==> config.mk <==
export PLATFORM = sky130hd
export DESIGN_NAME = sevenseg_scan_ctrl
export DESIGN_NICKNAME = d
export VERILOG_FILES = /design/src/rtl/sevenseg_scan_ctrl.sv
export SDC_FILE = /design/constraint.sdc
export NUM_CORES = 1
export LEC_CHECK = 0
export CAP_MARGIN = 20
export CELL_PAD_IN_SITES_DETAIL_PLACEMENT = 0
export CELL_PAD_IN_SITES_GLOBAL_PLACEMENT = 2
export CORE_MARGIN = 3
export CORE_UTILIZATION = 46
export CTS_CLUSTER_DIAMETER = 200
export DETAILED_ROUTE_END_ITERATION = 10
export DONT_BUFFER_PORTS = 1
export PLACE_DENSITY = 0.9
export SLEW_MARGIN = 25
export SYNTH_ARGS = -nofsm -noshare
export SYNTH_HDL_FRONTEND = slang
export SYNTH_SLANG_ARGS = --single-unit
==> constraint.sdc <==
create_clock -name clk -period 6.1 [get_ports clk]
set_input_delay 1.22 -clock clk [delete_from_list [all_inputs] [get_ports clk]]
set_output_delay 1.22 -clock clk [all_outputs]
set_load 0.05 [all_outputs]
==> src/rtl/sevenseg_scan_ctrl.sv <==
// ============================================================================
// sevenseg_scan_ctrl : multiplexed seven-segment scan controller with
// double-buffered display contents. Optional macro: SEVENSEG_RAW_MODE_EN.
// Revision: 1.0
// ============================================================================
`default_nettype none

module sevenseg_scan_ctrl #(
  parameter int NUM_DIGITS = 8,
  parameter int SCAN_DIV   = 12500,
  parameter int BLANK_CYC  = 64,
  parameter int BRIGHT_W   = 4
) (
  input  logic                    clk,
  input  logic                    rstn,
  input  logic [4*NUM_DIGITS-1:0] i_value,
  input  logic [NUM_DIGITS-1:0]   i_digit_en,
  input  logic [NUM_DIGITS-1:0]   i_dp,
  input  logic [BRIGHT_W-1:0]     i_bright,
`ifdef SEVENSEG_RAW_MODE_EN
  input  logic                    i_raw_mode,
  input  logic [7*NUM_DIGITS-1:0] i_raw_seg,
`endif
  input  logic                    i_load,
  output logic                    o_pending,
  output logic                    o_frame_done,
  output logic [NUM_DIGITS-1:0]   o_an,
  output logic [6:0]              o_seg,
  output logic                    o_dp
);

  localparam int C_IDX_W   = (NUM_DIGITS > 1) ? $clog2(NUM_DIGITS) : 1;
  localparam int C_PRESC_W = $clog2(SCAN_DIV);

  localparam logic [C_PRESC_W-1:0] C_PRESC_LAST = C_PRESC_W'(SCAN_DIV - 1);
  localparam logic [C_PRESC_W-1:0] C_BLANK_END  = C_PRESC_W'(BLANK_CYC);
  localparam logic [C_IDX_W-1:0]   C_IDX_LAST   = C_IDX_W'(NUM_DIGITS - 1);

  typedef struct packed {
    logic [4*NUM_DIGITS-1:0] value;
    logic [NUM_DIGITS-1:0]   en;
    logic [NUM_DIGITS-1:0]   dp;
    logic [BRIGHT_W-1:0]     bright;
`ifdef SEVENSEG_RAW_MODE_EN
    logic                    raw_mode;
    logic [7*NUM_DIGITS-1:0] raw_seg;
`endif
  } disp_t;

  // Active-high {A..G} glyphs for hex digits
  function automatic logic [6:0] hex_to_seg(input logic [3:0] nib);
    logic [6:0] seg;
    case (nib)
      4'h0:    seg = 7'b1111110;
      4'h1:    seg = 7'b0110000;
      4'h2:    seg = 7'b1101101;
      4'h3:    seg = 7'b1111001;
      4'h4:    seg = 7'b0110011;
      4'h5:    seg = 7'b1011011;
      4'h6:    seg = 7'b1011111;
      4'h7:    seg = 7'b1110000;
      4'h8:    seg = 7'b1111111;
      4'h9:    seg = 7'b1111011;
      4'hA:    seg = 7'b1110111;
      4'hB:    seg = 7'b0011111;
      4'hC:    seg = 7'b1001110;
      4'hD:    seg = 7'b0111101;
      4'hE:    seg = 7'b1001111;
      default: seg = 7'b1000111;
    endcase
    return seg;
  endfunction

  logic [C_PRESC_W-1:0]  presc_q, presc_d;
  logic [C_IDX_W-1:0]    idx_q, idx_d;
  logic [BRIGHT_W-1:0]   pwm_q, pwm_d;
  disp_t                 act_q, act_d;
  disp_t                 pend_q, pend_d;
  logic                  pending_q, pending_d;
  logic                  frame_done_q, frame_done_d;
  logic [NUM_DIGITS-1:0] an_q, an_d;
  logic [6:0]            seg_q, seg_d;
  logic                  dp_q, dp_d;

  disp_t      w_in;
  logic       w_slot_end;
  logic       w_frame_end;
  logic [3:0] w_nib;
  logic       w_en_sel;
  logic       w_dp_sel;
  logic       w_pwm_on;
  logic       w_lit;
  logic [6:0] w_glyph;
`ifdef SEVENSEG_RAW_MODE_EN
  logic [6:0] w_raw_sel;
`endif

  always_comb begin
    w_in        = '0;
    w_in.value  = i_value;
    w_in.en     = i_digit_en;
    w_in.dp     = i_dp;
    w_in.bright = i_bright;
`ifdef SEVENSEG_RAW_MODE_EN
    w_in.raw_mode = i_raw_mode;
    w_in.raw_seg  = i_raw_seg;
`endif
  end

  // Scan timing: prescaler, digit index and free-running PWM counter
  always_comb begin
    w_slot_end  = (presc_q == C_PRESC_LAST);
    w_frame_end = w_slot_end && (idx_q == C_IDX_LAST);
    presc_d     = w_slot_end ? '0 : presc_q + C_PRESC_W'(1);
    idx_d       = idx_q;
    if (w_slot_end) begin
      idx_d = w_frame_end ? '0 : idx_q + C_IDX_W'(1);
    end
    pwm_d = pwm_q + BRIGHT_W'(1);
  end

  // A load coinciding with the boundary wins over an older pending buffer
  always_comb begin
    act_d     = act_q;
    pend_d    = pend_q;
    pending_d = pending_q;
    if (w_frame_end) begin
      if (i_load) begin
        act_d = w_in;
      end else if (pending_q) begin
        act_d = pend_q;
      end
      pending_d = 1'b0;
    end else if (i_load) begin
      pend_d    = w_in;
      pending_d = 1'b1;
    end
  end

  always_comb begin
    w_nib    = '0;
    w_en_sel = 1'b0;
    w_dp_sel = 1'b0;
`ifdef SEVENSEG_RAW_MODE_EN
    w_raw_sel = '0;
`endif
    for (int d = 0; d < NUM_DIGITS; d++) begin
      if (idx_q == C_IDX_W'(d)) begin
        w_nib    = act_q.value[4*d +: 4];
        w_en_sel = act_q.en[d];
        w_dp_sel = act_q.dp[d];
`ifdef SEVENSEG_RAW_MODE_EN
        w_raw_sel = act_q.raw_seg[7*d +: 7];
`endif
      end
    end
  end

  always_comb begin
    w_pwm_on = (pwm_q <= act_q.bright);
    w_lit    = (presc_q >= C_BLANK_END) && w_en_sel && w_pwm_on;
`ifdef SEVENSEG_RAW_MODE_EN
    w_glyph  = act_q.raw_mode ? w_raw_sel : hex_to_seg(w_nib);
`else
    w_glyph  = hex_to_seg(w_nib);
`endif

    frame_done_d = w_frame_end;
    an_d         = '1;
    seg_d        = 7'h7F;
    dp_d         = 1'b1;
    for (int d = 0; d < NUM_DIGITS; d++) begin
      an_d[d] = !(w_lit && (idx_q == C_IDX_W'(d)));
    end
    if (w_lit) begin
      seg_d = ~w_glyph;
      dp_d  = ~w_dp_sel;
    end
  end

  always_ff @(posedge clk or negedge rstn) begin
    if (!rstn) begin
      presc_q      <= '0;
      idx_q        <= '0;
      pwm_q        <= '0;
      act_q        <= '0;
      pend_q       <= '0;
      pending_q    <= 1'b0;
      frame_done_q <= 1'b0;
      an_q         <= '1;
      seg_q        <= 7'h7F;
      dp_q         <= 1'b1;
    end else begin
      presc_q      <= presc_d;
      idx_q        <= idx_d;
      pwm_q        <= pwm_d;
      act_q        <= act_d;
      pend_q       <= pend_d;
      pending_q    <= pending_d;
      frame_done_q <= frame_done_d;
      an_q         <= an_d;
      seg_q        <= seg_d;
      dp_q         <= dp_d;
    end
  end

  assign o_pending    = pending_q;
  assign o_frame_done = frame_done_q;
  assign o_an         = an_q;
  assign o_seg        = seg_q;
  assign o_dp         = dp_q;

endmodule

`default_nettype wire

Word level (Yosys, flattened, before mapping)
Memory sizes are Yosys's and may differ from the RTL's.
Index checks and enable logic that the tools add are counted.
{ "totals": {"reg_bits": 143, "rom_bits": 112, "input_bits": 55, "out_inout_bits": 18, "wordCells": 89, "memories": 1} }
{ "op_classes": {"n_addsub": 3, "magnitude_cmp": 2, "eq_ne": 8, "mux": 32, "n_bitwise": 3, "n_reduce_logical": 24} }
{ "mem_list": {"columns": ["memory", "words", "word_bits", "read_ports", "rd_ports_with_merged_regs", "write_ports", "line", "source"], "rows": [
  ["(no name shown)", 16, 7, 1, 0, 0, "53", "case (nib)"]
]} }
{ "ops": {"columns": ["cell", "count"], "rows": [
  ["52-bit two-way mux", 2],
  ["4-bit two-way mux", 8],
  ["1-bit two-way mux", 19],
  ["14-bit by 1-bit adder with 14-bit output (second input constant)", 1],
  ["14-bit equality test (second input constant)", 1],
  ["14-bit by 7-bit greater-or-equal comparator with 1-bit output (second input constant)", 1],
  ["14-bit two-way mux", 1],
  ["3-bit equality test (second input constant)", 4],
  ["1-bit logical AND", 11],
  ["1-bit zero test", 8],
  ["7-bit two-way mux", 1],
  ["7-bit inverter", 1],
  ["3-bit by 2-bit equality test with 1-bit output (second input constant)", 2],
  ["4-bit by 1-bit adder with 4-bit output (second input constant)", 1],
  ["4-bit <= comparator", 1],
  ["2-bit AND reduction", 2],
  ["2-bit nonzero test", 2],
  ["3-bit by 1-bit adder with 3-bit output (second input constant)", 1],
  ["3-bit by 1-bit equality test with 1-bit output (second input constant)", 1],
  ["3-bit zero test", 1],
  ["3-bit two-way mux", 1],
  ["1-bit inverter", 2]
]} }

Logic depth before layout (Yosys ltp)
{ "depth": {"depth_word": 13, "ltp_mapped": 13, "depth_no_buf": 12} }

Worst setup path after synthesis
Ideal clock, no wire load.
{ "synth_timing": {"path_type": "register to register", "start": "register idx_q[0]", "end": "register seg_q[3] (netlist: o_seg[3])", "setup_time_ns": 0.060, "arrival_ns": 2.530, "t_required_ns": 6.040, "setup_slack_ns": 3.509, "stages_incl_launch_ff": 14, "path_buffers": 1, "synth_period_minus_slack_ns": 2.591, "path_cell_list": "dfrtp_1 ha_1 ha_1 clkbuf_1 nor2_1 nand3_1 nand2_1 o21ai_0 a2bb2oi_1 inv_1 ha_1 mux2i_1 mux2_2 nand2_1"} }
{ "synth_between": {"elab_chain_cells": 12, "word_cells_on_any_way": 29, "cone_classes": "eq/ne (7); mux (17); bitwise (1); reduce/logical (3); memory (1)"} }
{ "synth_rtl": {"columns": ["element", "line", "source"], "rows": [
  ["from (decl)", "75", "logic [C_IDX_W-1:0] idx_q, idx_d;"],
  ["from (signal assigned)", "195", "idx_q <= idx_d;"],
  ["3-bit zero test", "148", "if (idx_q == C_IDX_W'(d)) begin"],
  ["4-bit two-way mux / 1-bit two-way mux (equally long branches) (8 in a row)", "148", null],
  ["memory 16 x 7 bit / 1-bit logical AND (equally long branches)", null, null],
  ["7-bit inverter / 1-bit logical AND (equally long branches)", "176, 161", null],
  ["7-bit two-way mux (*)", "175", "if (w_lit) begin"],
  ["net seg_d[3]", "82", "logic [6:0] seg_q, seg_d;"],
  ["to (signal assigned)", "202", "seg_q <= seg_d;"],
  ["to (decl)", "82", null]
]} }
The timed path passes the listed nets; every way through them passes the cells marked *.
A chain may end at the register's enable or synchronous reset.

Worst setup path in the final report
{ "layout_timing": {"start": "register idx_q[2]", "end": "register seg_q[3] (netlist: o_seg[3])"} }
Same word-level chain as after synthesis.

==> flow_summary.yaml <==
floorplan:
  die_h_um: 128
  ios: 73
  fp.dieW_um: 128
  start_util: 0.472
  design.core.area_um2: 14600
  floorplan.rows: 44
  dieArea_um2: 16500
clocking:
  clk_pin_slew_ns: 0.06
  cts.sink_count: 143
  cts.repair.resized: 0
  post_cts_buffers: 0
  cts_tree: "built"
  cts_made_buffers: 17
  insertion_delay_ns: 0.42
  cts_max_level: 4
  clockBufferDepth: 2
  clockRootBuffer: "clkbuf_16"
  holdBufCountCts: 0
sta:
  rsz0062_at_grt: "no"
  fmax_mhz: 299
  hold_violations: 0
  final.setup.tns_ns: 0
  fin_skew_ns: 0.0120
  timing.final.crit_share: 0.548
  drv_slew: 0
  post-route-min-period_ns: 3.34
  tightestPinTransition_ns: 0.884
  maxSlewHeadroom: 0.411
  finalSetupViolCount: 0
pwr:
  p_int_uw: 1710
  switching_power_uw: 456
  pwr-share-seq: 0.463
  powerDensity_nw_per_um2: 286
  sw_frac_of_total: 0.211
  pwr-share-comb: 0.046
  max-vdd-ir-drop_mv: 0.203
  p_leak_uw: 0.00346
  p_clk_frac: 0.490
yosys:
  synthArstFlopShare: 1.00
  synthCells: 592
  synth.distinct_cells: 53
  synth_area_um2: 6890
  synth_nets: 666
  ys_seq_area_frac: 0.522
  yosysWarnings: 0
  postSynthAreaPerCell_um2: 11.6
  synth-edff-count: 0
  yosys_register_bits: 143
  synthFlopType: "dfrtp_1"
critical_path:
  cp_max_fo: 17
  end_kind: "flop"
  crit_path_start_kind: "flop"
  crit_required_ns: 6.47
  critPathArrivalTime_ns: 3.71
  crit_type: "flop to flop"
global_route:
  antenna_found_initial: 0
  grt_pass1_wl_um: 23000
  grt_max_degree: 144
  grt_usage: 0.180
  grt_pass1_vias: 4303
  gr-total-overflow: 0
route:
  ant_nets: 0
  drtPass1Iterations: 6
  routed-via-count: 4274
  drt_wl_total_um: 14100
  wl_per_cell_um: 18.1
  vias_per_cell: 5.50
  drc: 0
  drt_iter0_markers: 239
finish:
  register_area_um2: 3600
  antenna_cells: 0
  multiInputGateArea_um2: 3050
  fin_util: 0.519
  fillers: 1242
  area_growth_pct: 9.93
  final_cell_mix: "127 x dfrtp_1, 81 x nand2_1, 62 x o21ai_0"
  layout_commonest_cell: "dfrtp_1"
  layout-drive-gt1-share: 0.189
  final_nets: 654
placement:
  hpwl_um: 9320
  gp_congestion: 0.820
  port_buffers: 0
outcome:
  status: "completed"
hold_path:
  worstHoldPathType: "flop to flop"
job:
  cap_violations: 0
## path summary, 6_finish.rpt
path / startpoint / endpoint / slack, ns / cells past startpoint
max in group asynchronous: rstn / o_an[1]$_DFF_PN1_ / 5.33 / 0
setup / recovery: idx_q[2]$_DFFE_PN0P_ / o_seg[3]$_DFF_PN1_ / 2.76 / 12
min in group asynchronous: rstn / presc_q[9]$_DFF_PN0_ / 0.50 / 0
hold reg to reg: act_q[25]$_DFFE_PN0P_ / act_q[25]$_DFFE_PN0P_ / 0.47 / 2
hold / removal: act_q[25]$_DFFE_PN0P_ / act_q[25]$_DFFE_PN0P_ / 0.47 / 2
setup reg to reg: idx_q[2]$_DFFE_PN0P_ / o_seg[3]$_DFF_PN1_ / 2.76 / 12
## cell type report
class / instances / area share
flip-flops and latches: 143 / 0.475
clock buffers: 19 / 0.0585
well taps: 184 / 0.0304
inverters: 18 / 0.00892
multi-input cells: 397 / 0.403
clock inverters: 13 / 0.0215
repair buffers: 3 / 0.00297
## power by group through the flow
stage	clock, uW	combinational [uW]	sequential (uW)
final	1060	99.8	1000
after global routing	1130	107	1010
after CTS	1080	101	1000
after detailed placement	0	101	1020
after global placement	0	98.2	1020
after floorplan	0	99.6	1010
## stage by stage
step / std cells / total power (uW) / setup WS, ns / area [um2] / hold slack [ns]
global route: 777 / 2240 / 2.50 / 7570 / 0.469
global placement: 745 / 1120 / 2.93 / 6970 / 0.458
CTS: 777 / 2190 / 2.82 / 7570 / 0.479
floorplan: 592 / 1110 / 3.51 / 6890 / 0.441
finish: 777 / 2170 / 2.76 / 7570 / 0.472
detailed placement: 745 / 1120 / 2.86 / 6970 / 0.468
## logic make-up after synthesis
logic type | after synthesis | share of synthesized area
buffers and inverters | 52 | 0.0372
DFF | 143 | 0.522
and+or+nand+nor | 140 | 0.0924
adders and majority gates | 19 | 0.0345
xor gates and xnor gates | 14 | 0.0178
muxes | 111 | 0.198
AOI/OAI and AO/OA | 113 | 0.0973
## synthesized netlist by cell type, types with 5 or more instances
master    number  share of area
xnor2_1        5         0.0064
nand2_1       81          0.044
dfrtp_1      127           0.46
mux2_2         5         0.0082
nor2_1        19          0.010
mux2_4        50           0.11
o211ai_1       5         0.0054
inv_1         16         0.0087
o21ai_0       62          0.045
clkbuf_1      15         0.0082
xor2_1         9          0.011
a21oi_1       17          0.012
mux2i_1       56          0.081
nand3_1       16          0.012
dfstp_2       16          0.061
buf_6          6         0.0098
buf_2         12         0.0087
o221ai_1       5         0.0064
ha_1          19          0.035
## registers in the layout (all words and copies together), names as in the netlist
register / flops
act_q: 52
idx_q: 3
o_an: 8
o_dp: 1
o_frame_done: 1
o_pending: 1
o_seg: 7
pend_q: 52
presc_q: 14
pwm_q: 4
## metal layers
metal | track usage | vias to the layer above | wire (um)
met5 | 0 | - | 0
met4 | 0.0643 | 0 | 238
met3 | 0.0565 | 16 | 706
met2 | 0.274 | 79 | 6720
met1 | 0.244 | 2128 | 6390
li1 | - | 2051 | -
## critical path, stage by stage, from the launching register on
cell,delay [ns]
dfrtp_1,0.65
inv_1,0.22
ha_1,0.38
nor2_1,0.28
nand3_1,0.11
nand2_1,0.09
o21ai_0,0.15
a2bb2oi_1,0.46
inv_1,0.19
ha_1,0.34
mux2i_1,0.08
mux2_2,0.28
nand2_1,0.07
Power figures use the tool's default switching activity.
